<file path="config.mk">
export PLATFORM = sky130hd
export DESIGN_NAME = nios2os_nios2_oci_dct_monitor
export DESIGN_NICKNAME = d
export VERILOG_FILES = /design/src/rtl/nios2os_oci_pkg.sv /design/src/rtl/nios2os_oci_sync_fifo.sv /design/src/rtl/nios2os_nios2_oci_dct_monitor.sv
export SDC_FILE = /design/constraint.sdc
export NUM_CORES = 1
export LEC_CHECK = 0
export BUFFER_PORTS_ARGS = -buffer_cell sky130_fd_sc_hd__buf_2
export CAP_MARGIN = 25
export CORE_MARGIN = 4
export CORE_UTILIZATION = 61
export CTS_BUF_LIST = sky130_fd_sc_hd__clkbuf_2
export DETAILED_ROUTE_END_ITERATION = 7
export GPL_TIMING_DRIVEN = 1
export PLACE_DENSITY = 0.89
export SKIP_LAST_GASP = 1
export SYNTH_ARGS = -nofsm -noshare
export SYNTH_HDL_FRONTEND = slang
export SYNTH_SLANG_ARGS = --single-unit
export TNS_END_PERCENT = 1
</file>
<file path="constraint.sdc">
create_clock -name clk -period 10.8 [get_ports clk]
set_input_delay 1.08 -clock clk [delete_from_list [all_inputs] [get_ports clk]]
set_output_delay 1.08 -clock clk [all_outputs]
set_load 0.02 [all_outputs]
</file>
<file path="src/rtl/nios2os_oci_pkg.sv">
`default_nettype none
// ============================================================================
// nios2os_oci_pkg : shared types and defaults for the OCI DCT trace monitor
// Revision 1.0
// ============================================================================
package nios2os_oci_pkg;

    typedef enum logic [1:0] {
        ST_RUN   = 2'd0,
        ST_DRAIN = 2'd1,
        ST_DONE  = 2'd2
    } state_t;

    localparam int DEF_DCT_W  = 30;
    localparam int DEF_SLOT_W = 2;
    localparam int DEF_CNT_W  = 4;
    localparam int DEF_DEPTH  = 16;
    localparam int DEF_OVF_W  = 16;

    function automatic int max_slots(input int dct_w, input int slot_w);
        return dct_w / slot_w;
    endfunction

endpackage
`default_nettype wire

</file>
<file path="src/rtl/nios2os_oci_sync_fifo.sv">
`default_nettype none
// ============================================================================
// nios2os_oci_sync_fifo : DEPTH x WIDTH FIFO, registered head, push/pop/flush
// Revision 1.0
// ============================================================================
module nios2os_oci_sync_fifo #(
    parameter int WIDTH = 34,
    parameter int DEPTH = 16
) (
    input  logic                     clk,
    input  logic                     reset_n,
    input  logic                     push,
    input  logic [WIDTH-1:0]         din,
    input  logic                     pop,
    input  logic                     flush,
    output logic                     out_valid,
    output logic [WIDTH-1:0]         out_data,
    output logic [$clog2(DEPTH):0]   fill_level
);

    localparam int AW = $clog2(DEPTH);
    localparam int PW = AW + 1;

    logic [WIDTH-1:0] mem [DEPTH];
    logic [PW-1:0]    wr_ptr;
    logic [PW-1:0]    rd_ptr;
    logic [PW-1:0]    wr_next;
    logic [PW-1:0]    rd_next;
    logic [PW-1:0]    fill_next;
    logic [PW-1:0]    fill_after_pop;
    logic [WIDTH-1:0] head_next;
    logic             do_pop;
    logic             do_push;

    assign fill_level = wr_ptr - rd_ptr;
    assign do_pop     = pop && out_valid;
    assign do_push    = push && ((fill_level != PW'(DEPTH)) || do_pop);

    // The head register is reloaded every edge with whatever entry will sit at
    // the read pointer afterwards; an entry written into an emptying FIFO
    // bypasses the array so the push-to-output latency stays at one cycle.
    always_comb begin
        rd_next        = rd_ptr + PW'(do_pop);
        wr_next        = wr_ptr + PW'(do_push);
        fill_next      = wr_next - rd_next;
        fill_after_pop = fill_level - PW'(do_pop);
        head_next      = (fill_after_pop == '0) ? din : mem[rd_next[AW-1:0]];
    end

    always_ff @(posedge clk) begin
        if (do_push && !flush) begin
            mem[wr_ptr[AW-1:0]] <= din;
        end
    end

    always_ff @(posedge clk or negedge reset_n) begin
        if (!reset_n) begin
            wr_ptr    <= '0;
            rd_ptr    <= '0;
            out_valid <= 1'b0;
            out_data  <= '0;
        end else if (flush) begin
            wr_ptr    <= '0;
            rd_ptr    <= '0;
            out_valid <= 1'b0;
        end else begin
            wr_ptr    <= wr_next;
            rd_ptr    <= rd_next;
            out_valid <= (fill_next != '0);
            if (fill_next != '0) begin
                out_data <= head_next;
            end
        end
    end

endmodule
`default_nettype wire

</file>
<file path="src/rtl/nios2os_nios2_oci_dct_monitor.sv">
`default_nettype none
// ============================================================================
// nios2os_nios2_oci_dct_monitor : DCT snapshot capture FIFO with end-of-test
// drain sequencing, overflow and malformed-count tracking.   Revision 1.0
// ============================================================================
module nios2os_nios2_oci_dct_monitor
    import nios2os_oci_pkg::*;
#(
    parameter int DCT_W  = DEF_DCT_W,
    parameter int SLOT_W = DEF_SLOT_W,
    parameter int CNT_W  = DEF_CNT_W,
    parameter int DEPTH  = DEF_DEPTH,
    parameter int OVF_W  = DEF_OVF_W
) (
    input  logic                         clk,
    input  logic                         reset_n,
    input  logic [DCT_W-1:0]             dct_buffer,
    input  logic [CNT_W-1:0]             dct_count,
    input  logic                         dct_valid,
    input  logic                         test_ending,
    input  logic                         test_has_ended,
    output logic                         out_valid,
    input  logic                         out_ready,
    output logic [DCT_W+CNT_W-1:0]       out_data,
    output logic [$clog2(DEPTH+1)-1:0]   fill_level,
    output logic [OVF_W-1:0]             drop_cnt,
    output logic                         count_err,
    output logic                         done
);

    localparam int              MAX_SLOTS = max_slots(DCT_W, SLOT_W);
    localparam int              FILL_W    = $clog2(DEPTH + 1);
    localparam logic [CNT_W-1:0] MAX_CNT  = CNT_W'(MAX_SLOTS);

    state_t           state;
    logic [DCT_W-1:0] masked;
    logic             candidate;
    logic             count_bad;
    logic             fifo_full;
    logic             pop;
    logic             push;
    logic             drop;

    for (genvar i = 0; i < MAX_SLOTS; i++) begin : g_slot
        localparam logic [CNT_W-1:0] IDX = CNT_W'(i);
        assign masked[i*SLOT_W +: SLOT_W] =
            (IDX < dct_count) ? dct_buffer[i*SLOT_W +: SLOT_W] : '0;
    end

    // test_ending closes the push window in the same cycle it is raised.
    assign candidate = dct_valid && (state == ST_RUN) && !test_ending &&
                       !test_has_ended && (dct_count != '0);
    assign count_bad = dct_count > MAX_CNT;
    assign fifo_full = (fill_level == FILL_W'(DEPTH));
    assign pop       = out_valid && out_ready;
    assign push      = candidate && !count_bad && (!fifo_full || pop);
    assign drop      = candidate && !count_bad && fifo_full && !pop;

    nios2os_oci_sync_fifo #(
        .WIDTH (DCT_W + CNT_W),
        .DEPTH (DEPTH)
    ) u_fifo (
        .clk        (clk),
        .reset_n    (reset_n),
        .push       (push),
        .din        ({dct_count, masked}),
        .pop        (pop),
        .flush      (test_has_ended),
        .out_valid  (out_valid),
        .out_data   (out_data),
        .fill_level (fill_level)
    );

    always_ff @(posedge clk or negedge reset_n) begin
        if (!reset_n) begin
            state     <= ST_RUN;
            done      <= 1'b0;
            drop_cnt  <= '0;
            count_err <= 1'b0;
        end else begin
            if (drop && (drop_cnt != '1)) begin
                drop_cnt <= drop_cnt + 1'b1;
            end
            if (candidate && count_bad) begin
                count_err <= 1'b1;
            end
            if (test_has_ended) begin
                state <= ST_DONE;
                done  <= 1'b1;
            end else begin
                case (state)
                    ST_RUN: begin
                        if (test_ending) begin
                            state <= ST_DRAIN;
                        end
                    end
                    ST_DRAIN: begin
                        if ((fill_level == '0) && !pop) begin
                            state <= ST_DONE;
                            done  <= 1'b1;
                        end
                    end
                    ST_DONE: begin
                        done <= 1'b1;
                    end
                    default: begin
                        state <= ST_RUN;
                        done  <= 1'b0;
                    end
                endcase
            end
        end
    end

endmodule
`default_nettype wire
</file>
=== Word level (Yosys, flattened, before mapping) ===
Memories as Yosys holds them, arrays and structs flattened.
Cells that the tools add are included.

* Shift-type cells: 0
* Eq/ne operators: 9
* $lt $le $gt $ge: 16
* Reductions and logical operators: 30
* Multiplexer cells: 28
* Multipliers: 0
* $add $sub $neg: 6
* Bitwise operators: 1
* Divide/modulo/power cells: 0

{| class="wikitable"
|+ Operators with widths
! cell !! count
|-
| $mux W2 || 18
|-
| $mux W34 || 1
|-
| $lt A4 B4 Y1 const A || 7
|-
| $add A16 B1 Y16 const B || 1
|-
| $lt A3 B4 Y1 const A || 4
|-
| $ne A16 B16 Y1 const B || 1
|-
| $logic_and A1 B1 Y1 || 15
|-
| $add A5 B1 Y5 || 2
|-
| $logic_not A5 Y1 || 2
|-
| $mux W5 || 2
|-
| $sub A5 B5 Y5 || 2
|-
| $lt A1 B4 Y1 const A || 2
|-
| $lt A2 B4 Y1 const A || 2
|-
| $ne A3 B3 Y1 const B || 2
|-
| $pmux W2 S3 || 1
|-
| $eq A5 B5 Y1 const B || 1
|-
| $logic_not A1 Y1 || 5
|-
| $mux W1 || 5
|-
| $ne A5 B5 Y1 const B || 1
|-
| $reduce_bool A5 Y1 || 1
|-
| $sub A5 B1 Y5 || 1
|-
| $gt A4 B4 Y1 const B || 1
|-
| $ne A2 B2 Y1 const B || 2
|-
| $reduce_and A2 Y1 || 2
|-
| 8 further kinds || 9
|}

* Bits in read-only memories: 0
* Memories: 1
* Flip-flop bits (word level): 65
* Output and inout port bits: 58
* Logic and storage cells: 99
* RAM bits: 544
* Bits of input ports: 40
* Bits in latches: 0

{| class="wikitable"
|+ Memories
! memory !! depth !! width !! rd ports !! clocked after memory_dff !! write ports !! RTL line !! source
|-
| u_fifo.mem || 16 || 34 || 1 || 0 || 1 || nios2os_oci_sync_fifo.sv:24 || <nowiki>logic [WIDTH-1:0] mem [DEPTH];</nowiki>
|}

=== Depth between registers and ports, before layout ===
Gate-level depths: netlist of run 1.

* Word-level depth: 12
* Depth in mapped cells: 19
* Mapped depth without buffers: 17

=== Modules after synthesis ===
From an unflattened synthesis of run 1, not the netlist that was laid out.

* Cell total of the unflattened synthesis: 1,269
* Area total of the unflattened synthesis: 24,699.9 um^2

{| class="wikitable"
|+ Modules (own cells, without submodules)
! module !! area an instance (um^2) !! seq. area each (um^2) !! cells an instance !! times used
|-
| nios2os_oci_sync_fifo || 23,296.1 || 17,461.7 || 1,124 || 1
|-
| nios2os_nios2_oci_dct_monitor || 1,403.8 || 475.5 || 145 || 1
|}

=== Least setup slack after synthesis of run 1 ===
No wires, ideal clock.

* Path kind: in2reg
* Start: input dct_count[1]
* End: memory u_fifo.mem[7][0], enable pin
* Buffers on the path: 2
* Arrival time: 5.912 ns
* Stages: 6
* Path slack: 4.365 ns
* Required time: 10.277 ns
* Library setup time: 0.523 ns
* Cells stage by stage: buf_2 nor4_1 or4b_1 o21bai_1 clkbuf_1 nor4b_1

* Longest elaborated chain between the ends: 8
* Elaborated cells on any way between the ends: 10
* Classes of those cells: 1 x order compare; 2 x mux; 7 x reduce/logical

{| class="wikitable"
|+ RTL lines
! item !! RTL line !! source
|-
| start, declared || nios2os_nios2_oci_dct_monitor.sv:18 || <nowiki>input logic [CNT_W-1:0] dct_count,</nowiki>
|-
| $gt A4 B4 Y1 / $reduce_bool A4 Y1 (equally long branches) || nios2os_nios2_oci_dct_monitor.sv:53, nios2os_nios2_oci_dct_monitor.sv:52 ||
|-
| $logic_not A1 Y1 / $logic_and A1 B1 Y1 (equally long branches) || nios2os_nios2_oci_dct_monitor.sv:56, nios2os_nios2_oci_dct_monitor.sv:52 ||
|-
| $logic_and A1 B1 Y1 * (2 in series) || nios2os_nios2_oci_dct_monitor.sv:56 || <nowiki>assign push = candidate && !count_bad && (!fifo_full || pop);</nowiki>
|-
| $logic_and A1 B1 Y1 * || nios2os_oci_sync_fifo.sv:37 || <nowiki>assign do_push = push && ((fill_level != PW'(DEPTH)) || do_pop);</nowiki>
|-
| $logic_and A1 B1 Y1 * || nios2os_oci_sync_fifo.sv:51 || <nowiki>if (do_push && !flush) begin</nowiki>
|-
| $mux W1 * || nios2os_oci_sync_fifo.sv:51 ||
|-
| $mux W1 (implied by the code) * || nios2os_oci_sync_fifo.sv:52 || <nowiki>mem[wr_ptr[AW-1:0]] <= din;</nowiki>
|-
| end, declared || nios2os_oci_sync_fifo.sv:24 ||
|}

Every way passes the cells marked *; elsewhere a longest branch is shown, timed or not.

=== Worst setup path after layout of run 1 ===
* Start: register u_fifo.wr_ptr[0]
* End: register u_fifo.out_data[14]

* Longest elaborated chain between the ends: 10
* Elaborated cells on any way between the ends: 15
* Classes of those cells: 4 x add/sub; 2 x eq/ne; 1 x mux; 8 x reduce/logical

{| class="wikitable"
|+ RTL lines
! item !! RTL line !! source
|-
| start, declared || nios2os_oci_sync_fifo.sv:25 || <nowiki>logic [PW-1:0] wr_ptr;</nowiki>
|-
| start signal, assigned || nios2os_oci_sync_fifo.sv:67 || <nowiki>wr_ptr <= wr_next;</nowiki>
|-
| $sub A5 B5 Y5 || nios2os_oci_sync_fifo.sv:35 || <nowiki>assign fill_level = wr_ptr - rd_ptr;</nowiki>
|-
| $eq A5 B5 Y1 || nios2os_nios2_oci_dct_monitor.sv:54 || <nowiki>assign fifo_full = (fill_level == FILL_W'(DEPTH));</nowiki>
|-
| $logic_not A1 Y1 || nios2os_nios2_oci_dct_monitor.sv:56 ||
|-
| $logic_or A1 B1 Y1 || nios2os_nios2_oci_dct_monitor.sv:56 ||
|-
| $logic_and A1 B1 Y1 || nios2os_nios2_oci_dct_monitor.sv:56 ||
|-
| $logic_and A1 B1 Y1 || nios2os_oci_sync_fifo.sv:37 ||
|-
| $add A5 B1 Y5 || nios2os_oci_sync_fifo.sv:44 || <nowiki>wr_next = wr_ptr + PW'(do_push);</nowiki>
|-
| $sub A5 B5 Y5 || nios2os_oci_sync_fifo.sv:45 || <nowiki>fill_next = wr_next - rd_next;</nowiki>
|-
| $reduce_bool A5 Y1 || nios2os_oci_sync_fifo.sv:70 || <nowiki>if (fill_next != '0) begin</nowiki>
|-
| $reduce_and A2 Y1 (no source line) || n/a ||
|-
| end signal, assigned || nios2os_oci_sync_fifo.sv:71 || <nowiki>out_data <= head_next;</nowiki>
|-
| end, declared || nios2os_oci_sync_fifo.sv:17 || <nowiki>output logic [WIDTH-1:0] out_data,</nowiki>
|}

Several ways; a longest one is shown, not always the timed one.
A chain may end at the register's enable or synchronous reset.

==> results.sh, run 1 <==
export IMPL_critPathCaptureType="register"
export IMPL_final_nets=1493
export IMPL_die_w_um=209
export IMPL_syn_nets=1275
export IMPL_num_vias=13061
export IMPL_fmax_mhz=185
export IMPL_viasPerCell=6.31
export IMPL_grt_busiest_layer="met2"
export IMPL_io_pins=98
export IMPL_grt_pass1_vias=13670
export IMPL_clock_skew_ns=0.0732
export IMPL_p_leak_nw=9.88
export IMPL_drtIter0Drc=1646
export IMPL_overflow=0
export IMPL_initial_core_util=0.618
export IMPL_die_area_mm2=0.0435
export IMPL_drive_gt1_frac=0.343
export IMPL_synth_area_mm2=0.0245
export IMPL_cts_resized=0
export IMPL_rr_startpoint="u_fifo.wr_ptr[0]"
export IMPL_synth_most_common_cell="edfxtp_1"
export IMPL_hold_violations=0
export IMPL_area_growth_pct=11.1
export IMPL_ys_seq_elements=608
export IMPL_p_clk_frac=0.265
export IMPL_async_reset_ff_frac=0.105
export IMPL_start_kind="register"
export IMPL_hold_path_depth=3
export IMPL_syn_avg_cell_area_um2=20.2
export IMPL_power_frac_comb=0.260
export IMPL_peakVddDrop_v=0.000255
export IMPL_fin_crit_sh=0.501
export IMPL_first_pass_iters=6
export IMPL_clock_latency_ns=1.05
export IMPL_cts_buffer_depth=3
export IMPL_synth_top_area_frac=0.666
export IMPL_yosysSeqAreaShare=0.731
export IMPL_grt_util_all_layers=0.256
export IMPL_io_buffers=96
export IMPL_cp_max_fo=28
export IMPL_min_path_type="primary input to register"
export IMPL_path_clk_slew_ns=0.10
export IMPL_tritoncts="built"
export IMPL_worstPathArrival_ns=6.31
export IMPL_p_int_w=0.00398
export IMPL_wire_per_inst_um=26.6
export IMPL_cts_root_buf="clkbuf_2"
export IMPL_rows=73
export IMPL_rsz0062_at_grt="no"
export IMPL_grtUsageMet3=0.0479
export IMPL_rrSetupSlack_ns=5.39
export IMPL_dp_hpwl_um=29000
export IMPL_crit_type="register to register"
export IMPL_maxCapViolCount=0
export IMPL_fin_area_mm2=0.0273
export IMPL_slew_headroom=0.282
export IMPL_synth_edf_count=544
export IMPL_core_mm2=0.0397
export IMPL_final_core_util=0.686
export IMPL_status="finished clean"
export IMPL_grt_max_degree=124
export IMPL_wirelength_um=55000
export IMPL_hold_start="test_ending"
export IMPL_synth_area_leaders="edfxtp_1 67%, mux4_2 12%, dfrtp_1 6.5%"
export IMPL_powerDensity_mw_per_mm2=208
export IMPL_die_h_um=209
export IMPL_synth_largest_area_cell="edfxtp_1"
export IMPL_detail_route_drc_violations=0
export IMPL_final_max_slew_viol_count=0
export IMPL_finalPower_w=0.00567
export IMPL_r2r_cells=19
export IMPL_required_ns=11.70
export IMPL_min_to="state[0]"
export IMPL_synthCells=1216
export IMPL_tns_ns=0
export IMPL_ys_top_cells_by_count="544 x edfxtp_1, 158 x mux2i_1, 136 x mux4_2"
export IMPL_ys_flop_type="edfxtp_1"
export IMPL_r2r_end="u_fifo.out_data[14]"
export IMPL_gr_usage_met2=0.432
export IMPL_finalCriticalPeriod_ns=5.41
export IMPL_detail_route_antenna_nets=0
export IMPL_numClockSinks=608
export IMPL_use_met1=0.341
export IMPL_tightest_slew_ns=1.08
export IMPL_ctsHoldBuffers=0
export IMPL_cts_htree_levels=4
export IMPL_antenna_found_initial=3
export IMPL_place_congestion=0.864
export IMPL_place_area_mm2=0.0259
export IMPL_yosysWarnings=0
export IMPL_setup_viol=0
export IMPL_cts_inserted_buffers=139
export IMPL_switching_share=0.298
export IMPL_post_cts_buffers=0
export IMPL_grt_pass1_wl_um=83400
export IMPL_power_net_switching_w=0.00169
export IMPL_ys_types=48
export IMPL_seqPwrFrac=0.475
-- critical path, stage by stage (launching register included) --
cell	delay [ns]
dfrtp_1	0.53
inv_1	0.13
ha_1	0.23
fa_1	0.39
xnor2_1	0.20
nor2_1	0.14
o2111ai_1	0.21
o21bai_1	0.21
buf_4	0.29
inv_1	0.07
ha_1	0.20
ha_1	0.32
ha_1	0.31
nor2b_1	0.16
nor3_1	0.18
o21bai_1	0.12
xnor2_1	0.17
a31oi_4	0.40
buf_4	0.62
mux2_2	0.40
-- metrics by stage --
stage	instances	hold WS (ns)	setup WS (ns)
after floorplan	1216	0.518	4.37
after global placement	1813	0.472	4.94
after detailed placement	1814	0.486	4.67
after CTS	2064	0.140	5.41
after global routing	2070	0.335	5.17
final	2070	0.382	5.39
-- registers in the layout, indices dropped and copies added (netlist names) --
register	cells
drop_cnt	16
u_fifo.out_data	34
u_fifo.out_valid	1
u_fifo.mem	544
u_fifo.wr_ptr	5
u_fifo.rd_ptr	5
done	1
state	2
-- kinds of logic after synthesis --
group,Yosys count,share of synthesized area
compound gates,23,0.00648
xor+xnor,29,0.0107
fa+ha+maj,19,0.00999
buf+inv,106,0.0186
flops,608,0.731
mux,307,0.195
other cells,1,0.000153
simple gates,123,0.0279
-- how the worst max path moves through the flow --
| stage | start | end | slack [ns] | cells past startpoint |
|---|---|---|---|---|
| after global routing | u_fifo.wr_ptr[0] | u_fifo.out_data[14] | 5.17 | 18 |
| after detailed placement | dct_count[2] | u_fifo.out_data[7] | 4.67 | 16 |
| final | u_fifo.wr_ptr[0] | u_fifo.out_data[14] | 5.39 | 19 |
| after floorplan | dct_count[1] | u_fifo.mem[7][0] | 4.37 | 6 |
| after global placement | dct_count[2] | u_fifo.out_data[23] | 4.94 | 15 |
| after CTS | u_fifo.wr_ptr[0] | u_fifo.out_data[22] | 5.41 | 19 |
-- cell type report --
| type | count | area (µm²) |
|---|---|---|
| multi-input combinational | 502 | 6320 |
| sequential | 608 | 17900 |
| clock inverter | 34 | 274 |
| fill | 2364 | 12500 |
| antenna | 2 | 5.00 |
| clock buffer | 216 | 1080 |
| inverter | 50 | 188 |
| timing repair buffer | 133 | 813 |
| tap | 525 | 657 |
-- layout by cell type (no fill, tap or decap), types with 5 or more instances in the layout --
master	synthesis	routed
inv_1	49	49
clkbuf_2	0	217
bufinv_16	0	5
dfrtp_1	64	64
edfxtp_1	544	544
and2_1	6	6
ha_1	18	16
a21oi_1	6	6
mux2_2	7	7
buf_2	26	95
mux2_1	6	6
nand4_1	7	7
and3_1	13	13
xnor2_1	18	18
mux4_2	136	136
nand3_1	8	8
buf_4	1	33
nor2b_1	17	17
nor3_2	1	5
nor2_1	21	18
clkinv_1	0	22
xor2_1	10	9
mux2i_1	158	158
nand2_1	18	18
-- metal layers --
layer	share of wire	wire, µm	up-vias
li1	-	-	5429
met1	0.36	19900	6661
met2	0.52	28700	841
met3	0.089	4910	128
met4	0.027	1500	2
met5	0.00033	18	-
-- power groups by stage --
stage / Combinational (W) / Sequential [W] / Clock, W
finish: 0.00147 / 0.00269 / 0.00150
CTS: 0.00149 / 0.00269 / 0.00153
global route: 0.00159 / 0.00270 / 0.00166
detailed placement: 0.00148 / 0.00274 / 0
floorplan: 0.00104 / 0.00282 / 0
global placement: 0.00143 / 0.00274 / 0
Note: power is estimated with default switching activity, not from simulation.
==> run 2: changes to the inputs <==
==> constraint.sdc (replaced) <==
create_clock -name clk -period 5 [get_ports clk]
set_input_delay 0.5 -clock clk [delete_from_list [all_inputs] [get_ports clk]]
set_output_delay 0.5 -clock clk [all_outputs]
set_load 0.02 [all_outputs]
==> results.sh, run 2 (synthesis results as in run 1) <==
export IMPL_status="finished with violations"
export IMPL_violations="design-rule violations"
export IMPL_final_nets=1529
export IMPL_initial_core_util=0.618
export IMPL_place_congestion=0.787
export IMPL_setup_viol=0
export IMPL_grt_max_degree=75
export IMPL_power_frac_comb=0.263
export IMPL_final_max_slew_viol_count=0
export IMPL_cts_buffer_depth=3
export IMPL_crit_slowest_cell="dfrtp_1"
export IMPL_wire_per_inst_um=27.0
export IMPL_viasPerCell=6.26
export IMPL_largest_reg_flops=544
export IMPL_num_vias=13183
export IMPL_tightest_slew_ns=1.10
export IMPL_fmax_mhz=211
export IMPL_core_mm2=0.0397
export IMPL_crit_chain="inv_1 -> ha_1 -> fa_1 -> nand2b_1 -> a21oi_1 -> xor2_1 -> o21bai_2 -> inv_1 -> ha_1 -> ha_1 -> xor2_1 -> ha_1 -> a221oi_1 -> xor2_1 -> a31oi_4 -> buf_4 -> mux2_2"
export IMPL_crit_family="adder cells"
export IMPL_die_area_mm2=0.0435
export IMPL_maxCapViolCount=0
export IMPL_dp_hpwl_um=29900
export IMPL_worstPathArrival_ns=5.63
export IMPL_start_kind="register"
export IMPL_fin_crit_sh=0.946
export IMPL_path_clk_slew_ns=0.13
export IMPL_final_common_cell="edfxtp_1"
export IMPL_fill_cells=2316
export IMPL_tns_ns=0
export IMPL_grt_pass1_vias=14087
export IMPL_slowest_delay_ns=0.53
export IMPL_cp_max_fo=7
export IMPL_wirelength_um=57000
export IMPL_p_clk_frac=0.267
export IMPL_min_path_type="primary input to register"
export IMPL_detail_route_drc_violations=1
export IMPL_seqPwrFrac=0.470
export IMPL_crit_type="register to register"
export IMPL_detailedPlace_worstSlack_ns=0.258
export IMPL_cts_htree_levels=4
export IMPL_switching_share=0.303
export IMPL_power_net_switching_w=0.00376
export IMPL_finalCriticalPeriod_ns=4.73
export IMPL_drtIter0Drc=1625
export IMPL_die_h_um=209
export IMPL_detail_route_antenna_nets=0
export IMPL_final_cell_mix="544 x edfxtp_1, 221 x clkbuf_2, 158 x mux2i_1"
export IMPL_cts_root_buf="clkbuf_2"
export IMPL_rows=73
export IMPL_area_growth_pct=12.6
export IMPL_grt_util_all_layers=0.263
export IMPL_p_leak_nw=10.1
export IMPL_numClockSinks=608
export IMPL_required_ns=5.90
export IMPL_grt_pass1_wl_um=85400
export IMPL_fin_area_mm2=0.0276
export IMPL_io_buffers=96
export IMPL_drive_gt1_frac=0.348
export IMPL_clock_skew_ns=0.0683
export IMPL_critPathCaptureType="register"
export IMPL_place_area_mm2=0.0259
export IMPL_hold_violations=0
export IMPL_powerDensity_mw_per_mm2=449
export IMPL_die_w_um=209
export IMPL_first_pass_iters=7
export IMPL_clock_latency_ns=1.07
export IMPL_cts_inserted_buffers=139
export IMPL_p_int_w=0.00865
export IMPL_io_pins=98
export IMPL_overflow=0
export IMPL_antenna_found_initial=1
export IMPL_tritoncts="built"
export IMPL_peakVddDrop_v=0.000371
export IMPL_critPathBufInv=3
export IMPL_slew_headroom=0.265
export IMPL_cpMostUsedCell="ha_1"
export IMPL_setup_slack_ns=0.271
export IMPL_rsz0062_at_grt="no"
-- run 2: repair_timing --
action | 4_1_cts | 5_1_grt
setup buffers | 0 | 2
gates resized for setup | 0 | 1
endpoints found under the hold margin | 273 | 38
setup endpoints to repair | 0 | 26
hold buffers | 21 | 3
-- run 2: power groups by stage --
stage	clock, W	sequential, W	combinational, W
after floorplan	0	0.00608	0.00226
after global placement	0	0.00593	0.00309
after detailed placement	0	0.00594	0.00322
after CTS	0.00335	0.00583	0.00326
after global routing	0.00366	0.00585	0.00349
final	0.00331	0.00583	0.00326
-- run 2: area by class of cell --
cell class              instances  area [µm²]  area share
diodes                          1        2.50   0.0000906
well taps                     525         657      0.0238
multi-input cells             502        6330       0.229
inverters                      50         188     0.00679
flip-flops and latches        608       17900       0.649
clock inverters                31         264     0.00956
repair buffers                169        1140      0.0413
clock buffers                 221        1110      0.0400
-- run 2: worst paths after layout --
path | startpoint | to | slack (ns) | cells past startpoint
max | u_fifo.wr_ptr[0] | u_fifo.out_data[6] | 0.27 | 17
min | dct_buffer[10] | u_fifo.mem[14][10] | 0.09 | 2
max reg2reg | u_fifo.wr_ptr[0] | u_fifo.out_data[6] | 0.27 | 17
min reg2reg | drop_cnt[14] | drop_cnt[14] | 0.50 | 1
max in group asynchronous | reset_n | u_fifo.out_data[6] | 3.94 | 4
min in group asynchronous | reset_n | u_fifo.out_data[24] | 0.44 | 3
-- run 2: per-stage QoR --
stage,hold slack (ns),instances,utilization,power [W]
2_1_floorplan,0.204,1216,-,0.00834
3_3_place_gp,0.470,1824,0.653,0.00903
3_5_place_dp,0.481,1824,0.653,0.00916
4_1_cts,0.000587,2097,0.693,0.0124
5_1_grt,0.000141,2107,0.695,0.0130
6_report,0.0855,2107,0.695,0.0124
-- run 2: metal layers --
metal	track usage	routed length (µm)	up-vias
li1	-	-	5480
met1	0.336	19900	6710
met2	0.455	30000	858
met3	0.0519	5330	135
met4	0.0979	1780	0
met5	0	0	-
